### src/rtl/counter_ctrl.sv
// -----------------------------------------------------------------------------
// counter_ctrl
//
// Run controller for a LENGTH-bit counter. It starts, stops and terminates a
// count against a programmable period in one-shot or periodic mode, and raises
// a sticky interrupt that the host clears with an acknowledge.
//
// Optional feature macro: COUNTER_CTRL_PRESCALER_EN
//   Defined   : adds the `prescale` port and a PRESCALE_W-bit tick divider;
//               one tick every prescale+1 clocks while running.
//   Undefined : every clock spent running is a tick.
//
// Handshake: start, stop and irq_ack are single-cycle level requests sampled
// on the rising clock edge. There is no back-pressure. stop beats start in the
// same cycle. A terminal event beats irq_ack in the same cycle.
//
// Ports
//   clk       in   clock, rising edge
//   arst_b    in   asynchronous active-low reset
//   start     in   begin a run (ignored while running or with period == 0)
//   stop      in   abort a run / leave DONE
//   periodic  in   1 = periodic, 0 = one-shot; sampled with start
//   period    in   terminal count; sampled with start
//   prescale  in   tick divider; sampled with start (macro builds only)
//   irq_ack   in   clears irq
//   count     out  current count value
//   running   out  high while in RUN
//   done      out  one-cycle pulse per terminal event
//   irq       out  sticky terminal-event flag
//
// The FSM state is held in the `state` signal so it can be probed
// hierarchically.
// -----------------------------------------------------------------------------
module counter_ctrl #(
  parameter int LENGTH     = 10,
  parameter int PRESCALE_W = 4
) (
  input  logic              clk,
  input  logic              arst_b,
  input  logic              start,
  input  logic              stop,
  input  logic              periodic,
  input  logic [LENGTH-1:0] period,
`ifdef COUNTER_CTRL_PRESCALER_EN
  input  logic [PRESCALE_W-1:0] prescale,
`endif
  input  logic              irq_ack,
  output logic [LENGTH-1:0] count,
  output logic              running,
  output logic              done,
  output logic              irq
);

  typedef enum logic [1:0] {
    IDLE = 2'd0,
    RUN  = 2'd1,
    DONE = 2'd2
  } state_t;

  state_t            state;
  logic [LENGTH-1:0] period_q;
  logic              periodic_q;

  logic tick;
  logic start_ok;
  logic at_end;
  logic term;

  // A start is accepted only outside RUN. It needs a non-zero period and no
  // concurrent stop.
  assign start_ok = start && !stop && (period != '0);
  assign at_end   = (count == period_q);
  // Terminal event: a tick lands while the count sits at the period.
  assign term     = (state == RUN) && !stop && tick && at_end;

`ifdef COUNTER_CTRL_PRESCALER_EN
  logic [PRESCALE_W-1:0] div_q;
  logic [PRESCALE_W-1:0] prescale_q;

  assign tick = (div_q == prescale_q);

  // The divider only advances in RUN. It sits at zero otherwise, so a start
  // always begins a full prescale+1 clock interval.
  always_ff @(posedge clk or negedge arst_b) begin
    if (!arst_b) begin
      div_q      <= '0;
      prescale_q <= '0;
    end else if (state != RUN || stop) begin
      div_q <= '0;
      if (state != RUN && start_ok) prescale_q <= prescale;
    end else if (tick) begin
      div_q <= '0;
    end else begin
      div_q <= div_q + 1'b1;
    end
  end
`else
  assign tick = 1'b1;
  logic unused_prescale_w;
  assign unused_prescale_w = |PRESCALE_W;
`endif

  always_ff @(posedge clk or negedge arst_b) begin
    if (!arst_b) begin
      state      <= IDLE;
      period_q   <= '0;
      periodic_q <= 1'b0;
      count      <= '0;
      running    <= 1'b0;
      done       <= 1'b0;
      irq        <= 1'b0;
    end else begin
      done <= term;
      // A done pulse that is still visible also counts as a set. An ack that
      // overlaps either the terminal edge or the done cycle is therefore lost.
      irq  <= term | done | (irq & ~irq_ack);

      case (state)
        IDLE, DONE: begin
          if (start_ok) begin
            period_q   <= period;
            periodic_q <= periodic;
            count      <= '0;
            state      <= RUN;
            running    <= 1'b1;
          end else if (stop) begin
            state <= IDLE;
          end
        end
        RUN: begin
          if (stop) begin
            // The count freezes where it is.
            state   <= IDLE;
            running <= 1'b0;
          end else if (tick) begin
            if (!at_end) begin
              count <= count + 1'b1;
            end else if (periodic_q) begin
              count <= '0;
            end else begin
              state   <= DONE;
              running <= 1'b0;
            end
          end
        end
        default: begin
          state   <= IDLE;
          running <= 1'b0;
        end
      endcase
    end
  end

endmodule

### config.mk
export PLATFORM = sky130hd
export DESIGN_NAME = counter_ctrl
export DESIGN_NICKNAME = d
export VERILOG_FILES = /design/src/rtl/counter_ctrl.sv
export SDC_FILE = /design/constraint.sdc
export NUM_CORES = 1
export LEC_CHECK = 0
export BUFFER_PORTS_ARGS = -buffer_cell sky130_fd_sc_hd__buf_4
export CAP_MARGIN = 20
export CORE_MARGIN = 4
export CORE_UTILIZATION = 53
export CTS_CLUSTER_DIAMETER = 80
export DETAILED_ROUTE_END_ITERATION = 16
export GPL_TIMING_DRIVEN = 0
export PLACE_DENSITY_LB_ADDON = 0.05
export SLEW_MARGIN = 15
export SYNTH_ARGS = -nofsm -noshare
export SYNTH_HDL_FRONTEND = slang
export SYNTH_SLANG_ARGS = --single-unit
### constraint.sdc
create_clock -name clk -period 2.3 [get_ports clk]
set_clock_uncertainty 0.2 [all_clocks]
set_input_delay 0.46 -clock clk [delete_from_list [all_inputs] [get_ports clk]]
set_output_delay 0.46 -clock clk [all_outputs]
set_load 0.005 [all_outputs]
== Word level (Yosys, flattened, before mapping) ==
Cells that the tools add are included.
W data, S select, Z words.

* Register bits: 26
* Bits of input ports: 16
* Output and inout port bits: 13
* Word-level logic and storage cells: 50

* $add $sub $neg: 1
* Equal/unequal tests: 9
* Muxes and demuxes: 16
* Bitwise gates (word level): 4
* Reduce and logical (&&, ||, !) cells: 13

{| class="wikitable"
|+ Operators with widths
! cell !! count
|-
| $mux W10 || 4
|-
| $pmux W10 S2 || 1
|-
| $ne A3 B3 Y1 const B || 4
|-
| $add A10 B1 Y10 const B || 1
|-
| $eq A10 B10 Y1 || 1
|-
| $mux W2 || 5
|-
| $reduce_bool A10 Y1 || 1
|-
| $reduce_and A3 Y1 || 2
|-
| $logic_and A1 B1 Y1 || 4
|-
| $mux W1 || 4
|-
| $ne A2 B2 Y1 const B || 2
|-
| $pmux W2 S2 || 1
|-
| $reduce_and A4 Y1 || 1
|-
| $eq A2 B1 Y1 const B || 1
|-
| $eq A2 B2 Y1 const B || 1
|-
| $logic_not A2 Y1 || 1
|-
| $or A1 B1 Y1 || 2
|-
| $pmux W1 S2 || 1
|-
| $reduce_and A2 Y1 || 1
|-
| $reduce_bool A2 Y1 || 1
|-
| $reduce_or A2 Y1 || 1
|-
| $and A1 B1 Y1 || 1
|-
| $logic_not A1 Y1 || 1
|-
| $not A1 Y1 || 1
|}

== Logic depth before layout (Yosys ltp) ==
Gate-level depths: netlist of run 1.

* Depth after elaboration: 5
* Mapped depth: 7
* Depth with buffers taken out: 5

== Worst setup path after synthesis of run 1 ==
No wires, ideal clock.

* Path type: reg-to-reg
* Start point: reg count[3]
* End point: reg count[5]
* Arrival: 1697 ps
* Data required time: 1974 ps
* Path slack: 277 ps
* Cell stages (with the launch flop): 8
* Period minus slack after synthesis: 2023 ps
* Path through: dfrtp_1 buf_6 xor2_1 nor4_4 a31oi_1 buf_2 and3_1 a221o_1

* Word-level cells in the longest chain between the ends: 4
* Elaborated cells between the ends (all ways): 7

{| class="wikitable"
|+ Ends and longest elaborated chain
! item !! RTL line !! RTL
|-
| start, declared || 48 || <nowiki>output logic [LENGTH-1:0] count,</nowiki>
|-
| start signal, assigned || 137 || <nowiki>count <= count + 1'b1;</nowiki>
|-
| $add A10 B1 Y10 or $eq A10 B10 Y1 (tied branches) || 137, 72 ||
|-
| $mux W10 || 136 || <nowiki>if (!at_end) begin</nowiki>
|-
| $mux W10 || 131 || <nowiki>if (stop) begin</nowiki>
|-
| $pmux W10 S2 || 118 || <nowiki>case (state)</nowiki>
|}

Parallel ways exist; a longest one is shown, timed or not. The select of a mux whose other input is x is not followed.
A chain may end at the register's enable or synchronous reset.

== Worst setup path after layout of run 1 ==
* Start point: reg count[0]
* End point: reg count[5]

The elaborated chain is that of the path after synthesis.

==> impl_metrics.py, run 1 <==
metrics = {
    "sta": {
        "worst_slew_pin_slew_ns": 0.511,
        "rsz0062_at_grt": "false",
        "setup_viol": 0,
        "slew_violations": 0,
        "fmax_ghz": 0.463,
        "max_slew_margin_pct": 65.8,
        "hold_violations": 0,
        "min_period_over_period_pct": 93.9,
        "period_minus_slack_ns": 2.16,
    },
    "power_and_ir_drop": {
        "p_per_area_nw_per_um2": 716,
        "power_w": 0.00117,
        "netSwitchingFraction_pct": 30.9,
        "p_leak_nw": 0.845,
        "ir_drop_uv": 513,
        "combPwrFrac_pct": 27.4,
        "p_seq_share_pct": 52.5,
        "clkPwrFrac_pct": 20.1,
        "switching_power_w": 0.000360,
        "internal-power_w": 0.000806,
    },
    "routing": {
        "num_vias": 1022,
        "first_pass_iters": 4,
        "drc_errors": 0,
        "finalWirelength_mm": 2.67,
        "final_antenna_net_count": 0,
        "avgRoutedWirePerCell_um": 15.0,
        "avgViaCountPerCell": 5.74,
        "first_iter_violations": 19,
    },
    "logic_synthesis": {
        "yosys_most_used_dff": "dfrtp_1",
        "synth_top_area_cell": "dfrtp_1",
        "ys_seq_elements": 26,
        "ys_types": 29,
        "avgSynthCellArea_um2": 11.4,
        "ys_seq_area_share_pct": 48.9,
        "synthTopCellsByArea": "dfrtp_1 49%, mux2_2 10%, xor2_1 6.6%",
        "ys_async_sr_fraction_pct": 100,
        "syn_inst": 117,
        "ys.warnings.count": 0,
        "synth.top_cell.area_share_pct": 48.9,
        "synth.cell_area_um2": 1330,
        "synth_edf_count": 0,
        "syn-num-nets": 134,
    },
    "setup_path": {
        "endpoint_kind": "flip-flop",
        "cp_max_fo": 10,
        "crit_buf_inv": 1,
        "cp-start-kind": "flip-flop",
        "cpPeakStageDelay_ns": 0.48,
        "crit_slowest_cell": "dfrtp_1",
        "crit_required_ns": 2.32,
        "crit_family": "simple AND/OR/NAND/NOR gates",
        "crit_chain": "xor2_1, nor4_2, a31oi_1, buf_2, and3_1, a221o_1",
        "cp.arrival_ns": 2.18,
        "critical_path_class": "flip-flop to flip-flop",
    },
    "grt": {
        "grt_max_degree": 27,
        "grt_pass1_wl_mm": 4.53,
        "antenna_found_initial": 0,
        "grt_usage_pct": 17.0,
        "grt_pass1_vias": 1085,
        "overflow": 0,
    },
    "flow_run": {
        "max_cap_viol_count": 0,
    },
    "clock_tree": {
        "clock_sinks": 26,
        "clkTransAtPathRegs_ns": 0.14,
        "clk_latency_ns": 0.32,
        "cts_tree": "done",
        "numCtsBuffers": 3,
        "clock_path_buffers": 2,
        "htreeDepth": 1,
        "clock-root-buffer": "clkbuf_4",
    },
    "cells_and_area": {
        "layout_commonest_cell": "buf_4",
        "drive_gt1_share_pct": 38.0,
        "fin_nets": 168,
        "utilization_pct": 70.9,
        "antenna_cells": 0,
        "fillers": 171,
        "layout_common_cells": "29 x buf_4, 25 x dfrtp_1, 13 x nor2_1",
        "area_growth_pct": 22.5,
    },
    "die": {
        "rows": 17,
        "chipWidth_um": 58.1,
        "die_h_um": 58.1,
        "start_util_pct": 57.9,
        "coreArea_um2": 2300,
        "die_area_um2": 3380,
        "ios": 29,
    },
    "status": {
        "status": "finished, final reports clean",
    },
    "placement": {
        "port_buffers": 28,
        "gp_congestion": 0.785,
        "dp.final_hpwl_mm": 2.06,
    },
    "worst_hold_path": {
        "min_path_type": "input port to flip-flop",
    },
}
layer usage:
metal	vias up	track usage, %	wire length (um)
li1	503	-	-
met1	493	21.5	1200
met2	24	29.5	1310
met3	2	2.23	146
met4	0	5.96	17
met5	-	0	0
state kept, by name, summed over array words and instances, names as in the netlist:
| signal | count |
|---|---|
| count | 10 |
| period_q | 10 |
| state | 2 |
| done | 1 |
| irq | 1 |
| periodic_q | 1 |
| running | 1 |
area by class of cell:
cell class | instances | area (um2) | area share, %
Sequential cell | 26 | 652 | 40.0
Tap cell | 28 | 35.0 | 2.15
Multi-Input combinational cell | 83 | 641 | 39.3
Clock buffer | 4 | 36.3 | 2.23
Timing Repair Buffer | 29 | 220 | 13.5
Inverter | 3 | 11.3 | 0.691
Buffer | 5 | 33.8 | 2.07
logic make-up after synthesis:
kind of cell,synth area share [%]
AND/OR/NAND/NOR,19.6
flip-flops,48.9
AO/OA/AOI/OAI,10.4
multiplexers,10.2
XOR/XNOR,6.58
buffers and inverters,3.39
adder cells (fa/ha/maj),0.941
metrics by stage:
stage	std cells	setup WS [ns]	TNS [ns]	cell area, um2	hold WS [ns]
floorplan	117	0.277	0	1330	-0.0356
finish	178	0.141	0	1630	0.0875
global placement	173	0.0176	0	1580	0.182
detailed placement	173	-0.0136	-0.104	1580	0.186
CTS	178	0.0870	0	1620	0.0867
global route	178	0.00568	0	1630	0.0717
what timing repair did:
item,CTS,global route
resized for setup,0,2
hold buffers,1,0
endpoints found under the hold margin,26,0
setup endpoints to repair,0,10
setup buffers,0,0
power groups by stage:
stage / sequential, W / combinational (W) / clock, W
after floorplan: 0.000602 / 0.000212 / 0
after global placement: 0.000616 / 0.000309 / 0
after detailed placement: 0.000619 / 0.000321 / 0
after CTS: 0.000610 / 0.000322 / 0.000234
after global routing: 0.000626 / 0.000354 / 0.000251
final: 0.000613 / 0.000320 / 0.000234
cell usage after synthesis, types with 2 or more instances:
| master | instances |
|---|---|
| a211o_1 | 2 |
| a31oi_1 | 3 |
| nor2b_1 | 2 |
| xor2_1 | 10 |
| buf_2 | 3 |
| nor2_1 | 13 |
| nand3_1 | 9 |
| a221o_1 | 6 |
| nor4_1 | 2 |
| mux2_2 | 12 |
| and3_1 | 8 |
| dfrtp_1 | 26 |
| inv_1 | 3 |
| and3_2 | 3 |
path summary, 6_finish.rpt:
check | slack [ns] | from | endpoint | cells past startpoint
max in group asynchronous | 1.28 | arst_b | count[2] | 2
worst max-delay path | 0.14 | count[0] | count[5] | 6
worst min-delay path | 0.09 | stop | state[1] | 2
worst min register to register | 0.28 | done | irq | 1
worst max register to register | 0.14 | count[0] | count[5] | 6
min in group asynchronous | 0.36 | arst_b | state[1] | 2
Note: power is estimated with default switching activity, not from simulation.
==> run 2, diff against run 1 <==
--- a/config.mk
+++ b/config.mk
@@ -5,12 +5,13 @@
 export SDC_FILE = /design/constraint.sdc
 export NUM_CORES = 1
 export LEC_CHECK = 0
-export BUFFER_PORTS_ARGS = -buffer_cell sky130_fd_sc_hd__buf_4
+export ABC_AREA = 0
 export CAP_MARGIN = 20
 export CORE_MARGIN = 4
-export CORE_UTILIZATION = 53
+export CORE_UTILIZATION = 61
 export CTS_CLUSTER_DIAMETER = 80
 export DETAILED_ROUTE_END_ITERATION = 16
+export DONT_BUFFER_PORTS = 1
 export GPL_TIMING_DRIVEN = 0
 export PLACE_DENSITY_LB_ADDON = 0.05
 export SLEW_MARGIN = 15
==> run 2 against run 1 <==
  * Clock-buffer cell count shrank 1
  * Critical path type unchanged
  * Total power is 7.3% lower
  * Sequential cell count is the same
  * Clock power fell by 19%
  * Non-clock buffer count decreased by 26
==> impl_metrics.py, run 2 (synthesis gave the netlist of run 1 again) <==
metrics = {
    "status": {
        "status": "finished, final reports clean",
    },
    "setup_path": {
        "cp-start-kind": "flip-flop",
        "crit_required_ns": 2.32,
        "cp_max_fo": 10,
        "crit_path_start": "count[5]",
        "critical_path_class": "flip-flop to flip-flop",
        "reg2reg_from": "count[5]",
        "endpoint_kind": "flip-flop",
        "cp.arrival_ns": 2.19,
    },
    "clock_tree": {
        "clock-root-buffer": "clkbuf_4",
        "clock_sinks": 26,
        "clk_latency_ns": 0.32,
        "clkTransAtPathRegs_ns": 0.13,
        "numCtsBuffers": 3,
        "clock_path_buffers": 2,
        "cts_tree": "done",
        "htreeDepth": 1,
        "cts_setup_buffers": 0,
    },
    "grt": {
        "grt_max_degree": 27,
        "grt_usage_pct": 19.8,
        "grt_pass1_wl_mm": 4.15,
        "grt_pass1_vias": 937,
        "antenna_found_initial": 0,
        "overflow": 0,
    },
    "cells_and_area": {
        "top_regs": "count (10), period_q (10), state (2)",
        "utilization_pct": 71.3,
        "drive_gt1_share_pct": 23.6,
        "fin_nets": 142,
        "fillers": 162,
        "layout_common_cells": "25 x dfrtp_1, 13 x nor2_1, 12 x mux2_2",
        "layout_commonest_cell": "dfrtp_1",
        "area_growth_pct": 8.47,
        "antenna_cells": 0,
    },
    "placement": {
        "port_buffers": 0,
        "gp_congestion": 0.809,
    },
    "die": {
        "ios": 29,
        "die_h_um": 54.7,
        "die_area_um2": 2990,
        "coreArea_um2": 2020,
        "rows": 16,
        "chipWidth_um": 54.7,
        "start_util_pct": 65.8,
    },
    "sta": {
        "tns_ns": 0,
        "period_minus_slack_ns": 2.17,
        "slew_violations": 0,
        "hold_violations": 0,
        "max_slew_margin_pct": 66.9,
        "worst_slew_pin_slew_ns": 0.494,
        "fmax_ghz": 0.462,
        "rsz0062_at_grt": "false",
        "setup_viol": 0,
        "min_period_over_period_pct": 94.2,
    },
    "power_and_ir_drop": {
        "ir_drop_uv": 498,
        "p_per_area_nw_per_um2": 749,
        "p_leak_nw": 0.711,
    },
    "routing": {
        "avgRoutedWirePerCell_um": 17.3,
        "first_iter_violations": 3,
        "avgViaCountPerCell": 6.32,
        "first_pass_iters": 4,
        "num_vias": 948,
        "final_antenna_net_count": 0,
        "drc_errors": 0,
        "finalWirelength_mm": 2.59,
    },
    "worst_hold_path": {
        "min_path_type": "input port to flip-flop",
        "hold_start": "period[5]",
    },
    "flow_run": {
        "max_cap_viol_count": 0,
    },
}
==> run 2: changes by cell type in the layout (fill, tap and decap cells not counted), sizes merged <==
cell,before,now
buf,33,6
clkbuf,4,3
dlygate4sd3,1,2
==> run 2: path summary, 6_finish.rpt <==
kind / to / slack (ns) / depth (start not counted)
max: count[3] / 0.13 / 6
max reg2reg: count[3] / 0.13 / 6
min reg2reg: irq / 0.32 / 1
min: period_q[5] / 0.08 / 1
min in group asynchronous: irq / 0.36 / 2
max in group asynchronous: count[2] / 1.38 / 2
==> run 2: layout make-up <==
cell class	count	area (um2)	share of cell area (%)
flip-flops and latches	26	652	45.2
multi-input cells	83	649	45.0
repair buffers	3	40.0	2.78
plain buffers	5	33.8	2.34
well taps	27	33.8	2.34
clock buffers	3	22.5	1.56
inverters	3	11.3	0.781
==> run 2: worst max-delay path, cell delays in order, from the launching register on <==
cell and delay (ns):
dfrtp_1 0.50, xor2_1 0.23, nor4_4 0.35, a31oi_1 0.15
buf_2 0.21, nor3b_1 0.15, a211o_1 0.27
==> run 2: per-layer routing <==
layer | global-route usage [%] | part of all wire [%] | vias to the layer above | wire length (um)
met5 | 0 | 0 | - | 0
met1 | 23.8 | 43 | 474 | 1120
met4 | 8.71 | 1.3 | 0 | 34
li1 | - | - | 449 | -
met2 | 34.1 | 50 | 21 | 1300
met3 | 3.81 | 5.0 | 4 | 129
==> run 2: where the power goes <==
group | internal [W] | switching (W)
registers | 0.000532 | 0.0000876
clock network | 0.0000615 | 0.000129
logic | 0.000136 | 0.000134
total | 0.000730 | 0.000351
==> run 2: through the flow <==
| stage | total power [W] | hold slack (ns) | setup slack [ns] | std cells | instance area, um2 |
|---|---|---|---|---|---|
| after floorplan | 0.000814 | -0.0356 | 0.277 | 117 | 1330 |
| after global placement | 0.000856 | -0.0350 | 0.125 | 144 | 1360 |
| after detailed placement | 0.000869 | -0.0349 | 0.0570 | 144 | 1360 |
| after CTS | 0.00107 | 0.0738 | 0.0959 | 150 | 1430 |
| after global routing | 0.00115 | 0.0587 | 0.0124 | 150 | 1440 |
| final | 0.00108 | 0.0766 | 0.134 | 150 | 1440 |
==> run 2: what timing repair did <==
item / CTS / global route
hold buffers: 3 / 0
gates resized for setup: 0 / 3
endpoints found under the setup margin: 0 / 7
endpoints found under the hold margin: 27 / 0
